File: src/rtl/mem_initiator.sv
// mem_initiator: initiator end of the memory request/reply handshake.
// It takes one CPU access at a time and issues it on the read or the write
// request channel. It then waits for the matching reply and returns the data
// and status to the CPU as a one-cycle completion pulse.
// Every handshake output comes from a flop, and that flop is loaded from the
// decoded next state. This means replies from always-valid slaves are only
// accepted while the initiator is actually waiting for them.
// Optional build macro: MEM_INITIATOR_TIMEOUT_EN adds a watchdog. The watchdog
// ends a stalled access after TIMEOUT_CYCLES cycles and reports an error.
module mem_initiator #(
   parameter int unsigned ADDR_WIDTH     = 64,
   parameter int unsigned DATA_WIDTH     = 64,
   parameter int unsigned TIMEOUT_CYCLES = 1024
) (
   input  logic                      clk,
   input  logic                      rst,
   // CPU side
   input  logic                      cpu_req_valid,
   output logic                      cpu_req_ready,
   input  logic                      cpu_req_we,
   input  logic [ADDR_WIDTH-1:0]     cpu_req_addr,
   input  logic [DATA_WIDTH-1:0]     cpu_req_wdata,
   input  logic [DATA_WIDTH/8-1:0]   cpu_req_wmask,
   output logic                      cpu_resp_valid,
   output logic [DATA_WIDTH-1:0]     cpu_resp_rdata,
   output logic                      cpu_resp_err,
   // read channel
   output logic                      r_request_valid,
   input  logic                      r_request_ready,
   output logic [ADDR_WIDTH-1:0]     r_request_raddr,
   input  logic                      r_reply_valid,
   output logic                      r_reply_ready,
   input  logic [DATA_WIDTH-1:0]     r_reply_rdata,
   input  logic [1:0]                r_reply_rresp,
   // write channel
   output logic                      w_request_valid,
   input  logic                      w_request_ready,
   output logic [ADDR_WIDTH-1:0]     w_request_waddr,
   output logic [DATA_WIDTH-1:0]     w_request_wdata,
   output logic [DATA_WIDTH/8-1:0]   w_request_wmask,
   input  logic                      w_reply_valid,
   output logic                      w_reply_ready,
   input  logic [1:0]                w_reply_bresp
);

   localparam int unsigned STRB_WIDTH = DATA_WIDTH / 8;
   localparam logic [1:0]  RESP_OKAY  = 2'b00;

   // Elaboration-time sanity checks on the configuration.
   generate
      if ((DATA_WIDTH % 8) != 0) begin : g_bad_data_width
         $error("mem_initiator: DATA_WIDTH must be a multiple of 8");
      end
      if (TIMEOUT_CYCLES < 1) begin : g_bad_timeout
         $error("mem_initiator: TIMEOUT_CYCLES must be at least 1");
      end
   endgenerate

   typedef enum logic [2:0] {
      ST_IDLE  = 3'd0,
      ST_RREQ  = 3'd1,
      ST_RRESP = 3'd2,
      ST_WREQ  = 3'd3,
      ST_WRESP = 3'd4,
      ST_DONE  = 3'd5
   } state_e;

   state_e                  state_q, state_d;

   // latched copy of the accepted CPU request
   logic [ADDR_WIDTH-1:0]   req_addr_q,  req_addr_d;
   logic [DATA_WIDTH-1:0]   req_wdata_q, req_wdata_d;
   logic [STRB_WIDTH-1:0]   req_wmask_q, req_wmask_d;

   // completion results
   logic [DATA_WIDTH-1:0]   cpu_resp_rdata_q, cpu_resp_rdata_d;
   logic                    cpu_resp_err_q,   cpu_resp_err_d;

   // handshake output flops
   logic                    cpu_req_ready_q,   cpu_req_ready_d;
   logic                    cpu_resp_valid_q,  cpu_resp_valid_d;
   logic                    r_request_valid_q, r_request_valid_d;
   logic                    r_reply_ready_q,   r_reply_ready_d;
   logic                    w_request_valid_q, w_request_valid_d;
   logic                    w_reply_ready_q,   w_reply_ready_d;

   // handshake fire strobes
   logic                    r_req_fire_s;
   logic                    r_rep_fire_s;
   logic                    w_req_fire_s;
   logic                    w_rep_fire_s;
   logic                    waiting_s;

`ifdef MEM_INITIATOR_TIMEOUT_EN
   localparam int unsigned            CNT_WIDTH = $clog2(TIMEOUT_CYCLES + 1);
   localparam logic [CNT_WIDTH-1:0]   CNT_LIMIT = CNT_WIDTH'(TIMEOUT_CYCLES);
   localparam logic [CNT_WIDTH-1:0]   CNT_ONE   = CNT_WIDTH'(1);
   localparam logic [CNT_WIDTH-1:0]   CNT_ZERO  = CNT_WIDTH'(0);

   logic [CNT_WIDTH-1:0]    tmo_cnt_q, tmo_cnt_d;
`endif

   // Fire strobes: valid & ready on each channel, using the output flops.
   always_comb begin
      r_req_fire_s = r_request_valid_q & r_request_ready;
      r_rep_fire_s = r_reply_ready_q   & r_reply_valid;
      w_req_fire_s = w_request_valid_q & w_request_ready;
      w_rep_fire_s = w_reply_ready_q   & w_reply_valid;
      waiting_s    = (state_q == ST_RREQ)  || (state_q == ST_RRESP) ||
                     (state_q == ST_WREQ)  || (state_q == ST_WRESP);
   end

   // Next-state logic, request latching and reply capture.
   always_comb begin
      state_d          = state_q;
      req_addr_d       = req_addr_q;
      req_wdata_d      = req_wdata_q;
      req_wmask_d      = req_wmask_q;
      cpu_resp_rdata_d = cpu_resp_rdata_q;
      cpu_resp_err_d   = cpu_resp_err_q;
`ifdef MEM_INITIATOR_TIMEOUT_EN
      tmo_cnt_d        = tmo_cnt_q;
`endif

      case (state_q)
         ST_IDLE: begin
            if (cpu_req_valid) begin
               req_addr_d  = cpu_req_addr;
               req_wdata_d = cpu_req_wdata;
               req_wmask_d = cpu_req_wmask;
               state_d     = cpu_req_we ? ST_WREQ : ST_RREQ;
            end else begin
               state_d     = ST_IDLE;
            end
         end
         ST_RREQ: begin
            if (r_req_fire_s) begin
               state_d = ST_RRESP;
            end else begin
               state_d = ST_RREQ;
            end
         end
         ST_RRESP: begin
            if (r_rep_fire_s) begin
               cpu_resp_rdata_d = r_reply_rdata;
               cpu_resp_err_d   = (r_reply_rresp != RESP_OKAY);
               state_d          = ST_DONE;
            end else begin
               state_d          = ST_RRESP;
            end
         end
         ST_WREQ: begin
            if (w_req_fire_s) begin
               state_d = ST_WRESP;
            end else begin
               state_d = ST_WREQ;
            end
         end
         ST_WRESP: begin
            // writes leave the returned read data untouched
            if (w_rep_fire_s) begin
               cpu_resp_err_d = (w_reply_bresp != RESP_OKAY);
               state_d        = ST_DONE;
            end else begin
               state_d        = ST_WRESP;
            end
         end
         ST_DONE: begin
            state_d = ST_IDLE;
         end
         default: begin
            state_d = ST_IDLE;
         end
      endcase

`ifdef MEM_INITIATOR_TIMEOUT_EN
      // The count holds 0 in the first request cycle. Once it reaches the
      // limit, the access has spent TIMEOUT_CYCLES cycles outstanding. A reply
      // that fires in that same cycle wins and keeps its own status.
      if (waiting_s) begin
         tmo_cnt_d = tmo_cnt_q + CNT_ONE;
         if ((tmo_cnt_d == CNT_LIMIT) && (state_d != ST_DONE)) begin
            state_d        = ST_DONE;
            cpu_resp_err_d = 1'b1;
         end else begin
            state_d        = state_d;
         end
      end else begin
         tmo_cnt_d = CNT_ZERO;
      end
`endif
   end

   // Handshake outputs decoded from the next state so they are registered.
   always_comb begin
      cpu_req_ready_d   = (state_d == ST_IDLE);
      cpu_resp_valid_d  = (state_d == ST_DONE);
      r_request_valid_d = (state_d == ST_RREQ);
      r_reply_ready_d   = (state_d == ST_RRESP);
      w_request_valid_d = (state_d == ST_WREQ);
      w_reply_ready_d   = (state_d == ST_WRESP);
   end

   // State and datapath registers with synchronous reset.
   always_ff @(posedge clk) begin
      if (rst) begin
         state_q           <= ST_IDLE;
         req_addr_q        <= {ADDR_WIDTH{1'b0}};
         req_wdata_q       <= {DATA_WIDTH{1'b0}};
         req_wmask_q       <= {STRB_WIDTH{1'b0}};
         cpu_resp_rdata_q  <= {DATA_WIDTH{1'b0}};
         cpu_resp_err_q    <= 1'b0;
         cpu_req_ready_q   <= 1'b1;
         cpu_resp_valid_q  <= 1'b0;
         r_request_valid_q <= 1'b0;
         r_reply_ready_q   <= 1'b0;
         w_request_valid_q <= 1'b0;
         w_reply_ready_q   <= 1'b0;
      end else begin
         state_q           <= state_d;
         req_addr_q        <= req_addr_d;
         req_wdata_q       <= req_wdata_d;
         req_wmask_q       <= req_wmask_d;
         cpu_resp_rdata_q  <= cpu_resp_rdata_d;
         cpu_resp_err_q    <= cpu_resp_err_d;
         cpu_req_ready_q   <= cpu_req_ready_d;
         cpu_resp_valid_q  <= cpu_resp_valid_d;
         r_request_valid_q <= r_request_valid_d;
         r_reply_ready_q   <= r_reply_ready_d;
         w_request_valid_q <= w_request_valid_d;
         w_reply_ready_q   <= w_reply_ready_d;
      end
   end

`ifdef MEM_INITIATOR_TIMEOUT_EN
   // Watchdog counter register.
   always_ff @(posedge clk) begin
      if (rst) begin
         tmo_cnt_q <= CNT_ZERO;
      end else begin
         tmo_cnt_q <= tmo_cnt_d;
      end
   end
`endif

   assign cpu_req_ready   = cpu_req_ready_q;
   assign cpu_resp_valid  = cpu_resp_valid_q;
   assign cpu_resp_rdata  = cpu_resp_rdata_q;
   assign cpu_resp_err    = cpu_resp_err_q;
   assign r_request_valid = r_request_valid_q;
   assign r_request_raddr = req_addr_q;
   assign r_reply_ready   = r_reply_ready_q;
   assign w_request_valid = w_request_valid_q;
   assign w_request_waddr = req_addr_q;
   assign w_request_wdata = req_wdata_q;
   assign w_request_wmask = req_wmask_q;
   assign w_reply_ready   = w_reply_ready_q;

endmodule

File: config.mk
export PLATFORM = sky130hd
export DESIGN_NAME = mem_initiator
export DESIGN_NICKNAME = d
export VERILOG_FILES = /design/src/rtl/mem_initiator.sv
export SDC_FILE = /design/constraint.sdc
export NUM_CORES = 1
export LEC_CHECK = 0
export CELL_PAD_IN_SITES_DETAIL_PLACEMENT = 1
export CELL_PAD_IN_SITES_GLOBAL_PLACEMENT = 1
export CORE_AREA = 3 3 188 190
export CTS_BUF_LIST = sky130_fd_sc_hd__clkbuf_2
export DETAILED_ROUTE_END_ITERATION = 8
export DIE_AREA = 0 0 191 193
export PLACE_DENSITY_LB_ADDON = 0.12
export SLEW_MARGIN = 20
export SYNTH_ARGS = -nofsm -noshare
export SYNTH_HDL_FRONTEND = slang
export SYNTH_SLANG_ARGS = --single-unit
File: constraint.sdc
create_clock -name clk -period 2.3 [get_ports clk]
set_input_delay 0.46 -clock clk [delete_from_list [all_inputs] [get_ports clk]]
set_output_delay 0.46 -clock clk [all_outputs]
set_load 0.005 [all_outputs]
==> metrics.cfg, run 1 <==
[global_route]
grt_pass1_vias = 8675
antenna_found_initial = 3
grt_max_degree = 65
grt_use_total_pct = 17.14
overflow = 0
grt_pass1_wl_mm = 49.60

[synth]
synth_cell_types = 27
syn_area_um2 = 7775
synth_seq_cells = 210
synth_nets = 1191
ys_seq_area_share_pct = 54.07
syn_inst = 979
yosys_warnings = 0
avgSynthCellArea_um2 = 7.942

[clock_network]
worstSkewPairLatency_ns = 0.83
clk_pin_slew_worst_paths_ns = 0.11
cts_tree = yes
cts_buffers = 61
root_buffer = clkbuf_2
cts.sinks = 210
clk_path_buf_depth = 3
htree_num_levels = 2

[sta]
setup_tns_ns = 0
hold_slack_ns = 0.1625
drv_slew = 0
worstMarginPinSlew_ns = 0.4907
rsz0062_at_grt = no
finalHoldViolations = 0
clock.fmax_ghz = 0.4640
skew_ns = 0.06489
period_share_pct = 93.70
finalSetupViolCount = 0
relSlewSlack_pct = 66.99
post-route-min-period_ns = 2.155

[cells_and_area]
final_cell_mix = 402 x nand2_1, 383 x clkdlybuf4s50_1, 203 x a21oi_1
final_layout_size_suffix_gt1_share_pct = 13.33
final_net_count = 1639
multi_input_area_um2 = 2768
area_delta_synth_final_pct = 72.35
mostFrequentLayoutCell = nand2_1
seqCellArea_um2 = 4287
fill_cells = 4015

[drt]
detail-route-antenna-nets = 0
detail_route.first_pass.iterations = 4
drt_iter0_markers = 246
drc_errors = 0
wire_per_inst_um = 17.34
num_vias = 8154
vias_per_cell = 4.245
finalWirelength_mm = 33.30

[pwr]
vdd_drop_max_v = 0.0002619
leakagePower_nw = 5.802
power_density_nw_per_um2 = 626.7
power_mw = 8.397

[setup_path]
crit_required_ns = 1.84
crit_chain = clkdlybuf4s50_1
crit_path_top_delay_cell = clkdlybuf4s50_1
cp.depth = 1
r2r_cells = 5
end_kind = output port
worstSetupStartpointType = flop
cp_max_fo = 2
max_stage_delay_ns = 0.57
arrival_ns = 1.70
cp_num_buf_inv = 1
critPathTopFamily = buffers and inverters
criticalPathCategory = reg -> out

[worst_hold_path]
hold_path_depth = 3
min_path_type = in -> reg

[floorplan]
io_pins = 483
die_y_um = 193
die_area_um2 = 36860
core.rowCount = 67
core_um2 = 33620
initial_core_util_pct = 23.13
die_w_um = 191

[placed_design]
dp.final_hpwl_mm = 24.25
gp_congestion = 0.7229
portBuffers = 482

[run_status]
status = complete, no violations

[run]
max_cap_violations = 0

-- power by group --
group	switching [mW]	internal, mW
combinational	0.720	1.01
sequential	0.148	3.87
clock	1.60	1.05
total	2.47	5.93
-- path summary, 6_finish.rpt --
check                                          from                   to  slack [ns]
worst max register to register           state_q[2]        cpu_req_ready        0.34
worst max-delay path            w_request_wdata[56]  w_request_wdata[56]        0.14
worst min-delay path               cpu_req_addr[38]  r_request_raddr[38]        0.16
worst min register to register   cpu_resp_rdata[20]   cpu_resp_rdata[20]        0.45
-- flip-flops by register name, summed over array words and instances, names as in the netlist, 3 cells and up --
signal	cells
w_request_wmask	8
state_q	3
r_request_raddr	64
cpu_resp_rdata	64
w_request_wdata	64
-- metal layers --
layer	global-route usage [%]	part of all wire (%)	routed length, um
met1	18.66	38	12760
met2	29.83	49	16210
met3	8.064	11	3629
met4	5.137	2.1	688
met5	0	0.039	13
-- through the flow --
step | instances | area [um2] | setup slack (ns) | util (%)
floorplan | 979 | 7775 | 0.6571 | -
global placement | 1803 | 12700 | 0.2064 | 37.77
detailed placement | 1803 | 12700 | 0.1442 | 37.77
CTS | 1917 | 13260 | 0.00001643 | 39.45
global route | 1920 | 13400 | 0.0005956 | 39.86
finish | 1921 | 13400 | 0.1448 | 39.86
-- cell type report --
cell class | instances | share of cell area (%)
diodes | 3 | 0.05602
multi-input cells | 638 | 20.65
clock buffers | 92 | 3.436
flip-flops and latches | 210 | 31.99
well taps | 448 | 4.183
repair buffers | 516 | 39.29
clock inverters | 14 | 0.3922
-- repair_timing --
action	in CTS	in global routing
buffers inserted	7	1
pin swaps	0	0
hold endpoints to repair	41	0
endpoints found under the setup margin	118	64
gates resized for setup	104	58
hold buffers	1	0
-- cells by family after synthesis --
family | count (synthesis) | share of synthesized area, %
simple gates | 427 | 21.47
flops | 210 | 54.07
compound gates | 209 | 13.71
buf+inv | 131 | 10.49
mux | 2 | 0.2575
-- worst min-delay path: stages --
cell,delay [ns]
clkdlybuf4s50_1,0.40
nand2_1,0.06
a21oi_1,0.05
-- cells in the mapped netlist --
library cell / n / area share [%]
a2111oi_2: 1 / 0.19
a211oi_1: 1 / 0.097
a21boi_0: 1 / 0.097
a21oi_1: 203 / 13
a31o_2: 1 / 0.11
buf_2: 28 / 1.8
buf_4: 65 / 6.3
buf_6: 6 / 0.87
clkbuf_1: 32 / 1.5
dfxtp_1: 210 / 54
mux2i_1: 2 / 0.26
nand2_1: 402 / 19
nand3_1: 2 / 0.13
nand3b_1: 1 / 0.097
nand4b_1: 1 / 0.11
nor2_1: 8 / 0.39
nor2_4: 1 / 0.14
nor2b_1: 1 / 0.081
nor3_1: 3 / 0.19
nor3b_1: 3 / 0.29
nor4b_2: 1 / 0.19
o21ai_0: 1 / 0.064
o22ai_1: 1 / 0.081
or2_1: 1 / 0.081
or3b_1: 1 / 0.11
or3b_2: 1 / 0.11
or4b_1: 1 / 0.13
Power figures use the tool's default switching activity.
==> run 2: changes to the inputs <==
--- a/config.mk
+++ b/config.mk
@@ -7,10 +7,9 @@
 export LEC_CHECK = 0
 export CELL_PAD_IN_SITES_DETAIL_PLACEMENT = 1
 export CELL_PAD_IN_SITES_GLOBAL_PLACEMENT = 1
-export CORE_AREA = 3 3 188 190
-export CTS_BUF_LIST = sky130_fd_sc_hd__clkbuf_2
+export CORE_AREA = 2 2 185 187
 export DETAILED_ROUTE_END_ITERATION = 8
-export DIE_AREA = 0 0 191 193
+export DIE_AREA = 0 0 187 189
 export PLACE_DENSITY_LB_ADDON = 0.12
 export SLEW_MARGIN = 20
 export SYNTH_ARGS = -nofsm -noshare
==> run 2 against run 1 <==
Critical path depth unchanged. Maximum frequency increased by 11%. Routed wire length decreased by 4.7%. Sequential power about the same. Power increased by 13%. Critical path type unchanged. Highest routed layer is now met4. Cell area increased by 0.39%. Worst setup slack improved by 0.22 ns. First-iteration DRC count decreased by 14%. Count of clock-buffer cells in the layout decreased by 53. Non-clock buffer count decreased by 6. Combinational power about the same.
==> metrics.cfg, run 2 (synthesis gave the netlist of run 1 again) <==
[run_status]
status = complete, no violations

[cells_and_area]
final_cell_count_no_fill = 1846  ; -3.9%
seqCellArea_um2 = 4204  ; -1.9%
final_cell_mix = 481 x clkdlybuf4s50_1, 402 x nand2_1, 210 x dfxtp_1
diodes = 0  ; -3
final_net_count = 1597  ; -2.6%
mostFrequentLayoutCell = clkdlybuf4s50_1
fill_cells = 3896  ; -3.0%
final_layout_size_suffix_gt1_share_pct = 4.864  ; -8.5 points
area_delta_synth_final_pct = 73.03
multi_input_area_um2 = 2768  ; unchanged

[drt]
num_vias = 7885  ; -3.3%
finalWirelength_mm = 31.74  ; -4.7%
drc_errors = 0  ; unchanged
detail-route-antenna-nets = 0  ; unchanged
vias_per_cell = 4.271  ; +0.63%
drt_iter0_markers = 212  ; -14%
wire_per_inst_um = 17.20  ; -0.81%
detail_route.first_pass.iterations = 4  ; unchanged

[worst_hold_path]
hp-start = rst
min_path_type = in -> reg

[setup_path]
critPathTopFamily = buffers and inverters
worstSetupStartpointType = flop
cp_max_fo = 3  ; +1
crit_required_ns = 1.84  ; about the same
cp_num_buf_inv = 1  ; unchanged
cp-startpoint = r_request_raddr[50]
arrival_ns = 1.48  ; -0.22 ns
end_kind = output port
max_stage_delay_ns = 0.58  ; about the same
crit_chain = clkdlybuf4s50_1
r2r_start = state_q[0]
crit_path_top_delay_cell = clkdlybuf4s50_1
r2r_setup_slack_ns = 0.37  ; +0.03 ns
criticalPathCategory = reg -> out

[sta]
finalHoldViolations = 0  ; unchanged
post-route-min-period_ns = 1.936  ; -0.2188 ns
rsz0062_at_grt = no
finalSetupViolCount = 0  ; unchanged
relSlewSlack_pct = 65.31  ; -1.7 points
worstMarginPinSlew_ns = 0.5157  ; +0.02502 ns
clock.fmax_ghz = 0.5164  ; +11%
setup_tns_ns = 0  ; unchanged
skew_ns = 0.01661  ; -0.04828 ns
period_share_pct = 84.19  ; -9.5 points
drv_slew = 0  ; unchanged

[pwr]
leakagePower_nw = 4.744  ; -18%
p_clk_share_pct = 39.0  ; +7.4 points
power.share.switching_pct = 25.14  ; -4.3 points
power_density_nw_per_um2 = 702.6  ; +12%
power.share.sequential_pct = 42.5  ; -5.3 points
p_int_mw = 7.076  ; +19%
power_frac_comb_pct = 18.5  ; -2.1 points
net-switching-power_mw = 2.376  ; -3.8%
vdd_drop_max_v = 0.0005099  ; +95%

[floorplan]
initial_core_util_pct = 23.36  ; +0.23 points
die_y_um = 189  ; -2.1%
core.rowCount = 67  ; unchanged
core_um2 = 33280  ; -1.0%
die_area_um2 = 35340  ; -4.1%
io_pins = 483  ; unchanged
die_w_um = 187  ; -2.1%

[placed_design]
dp_cells = 1806  ; +0.17%
gp_congestion = 0.7721  ; +6.8%
portBuffers = 482  ; unchanged
dp.final_hpwl_mm = 23.54  ; -2.9%

[global_route]
grt_pass1_wl_mm = 48.00  ; -3.2%
antenna_found_initial = 0  ; -3
grt_max_degree = 85  ; +31%
grt_use_total_pct = 17.24  ; +0.10 points
grt_pass1_vias = 8084  ; -6.8%
overflow = 0  ; unchanged

[clock_network]
cts-resized-gates = 0  ; -100%
cts.sinks = 210  ; unchanged
post_cts_buffers = 0  ; -7
clk_pin_slew_worst_paths_ns = 0.06  ; -0.05 ns
clk_path_buf_depth = 3  ; unchanged
htree_num_levels = 1  ; -1
postCtsHoldBufs = 0  ; -1
worstSkewPairLatency_ns = 0.52  ; -0.31 ns
cts_buffers = 25  ; -59%
cts_tree = yes
root_buffer = clkbuf_16

[run]
max_cap_violations = 0  ; unchanged

## run 2: changes by cell type in the layout (fill, tap and decap cells not counted), sizes merged
| cell | change |
|---|---|
| buf | -5 |
| dlygate4sd2 | -57 |
| clkdlybuf4s50 | +98 |
| clkinv | -13 |
| clkbuf | -53 |
| dlymetal6s2s | -41 |
| dlygate4sd3 | -1 |
| diode | -3 |
## run 2: final cells by class
| type | count | share of cell area (%) |
|---|---|---|
| repair buffers | 510 | 38.46 |
| well taps | 448 | 4.167 |
| flip-flops and latches | 210 | 31.25 |
| clock buffers | 39 | 5.487 |
| clock inverters | 1 | 0.06510 |
| multi-input cells | 638 | 20.57 |
## run 2: stage by stage
stage	hold WS [ns]	setup slack, ns	util (%)	total power [mW]	area, um2
floorplan	0.4527	0.6571	-	4.728	7775
global placement	0.4397	0.2175	38.18	5.853	12710
detailed placement	0.4458	0.2041	38.18	5.872	12710
CTS	0.3576	0.3022	40.42	9.662	13450
global route	0.4077	0.2301	40.42	9.952	13450
finish	0.3698	0.3636	40.42	9.452	13450
## run 2: metal layers
metal	global-route usage, %	vias up	routed length [um]
met3	6.728	37	2916
met1	19.33	3662	12390
li1	-	3883	-
met2	30.77	303	15780
met5	0	-	0
met4	3.968	0	660
## run 2: power groups by stage
stage | Combinational (mW) | Sequential (mW) | Clock, mW
after floorplan | 0.651 | 4.08 | 0
after global placement | 1.77 | 4.09 | 0
after detailed placement | 1.78 | 4.09 | 0
after CTS | 1.79 | 4.02 | 3.85
after global routing | 1.91 | 4.04 | 4.00
final | 1.75 | 4.01 | 3.69
## run 2: final timing paths
check / cells after the start / end
setup / recovery: 1 / r_request_raddr[50]
hold / removal: 2 / cpu_resp_err
setup reg to reg: 5 / cpu_resp_rdata[8]
hold reg to reg: 2 / w_request_wdata[16]
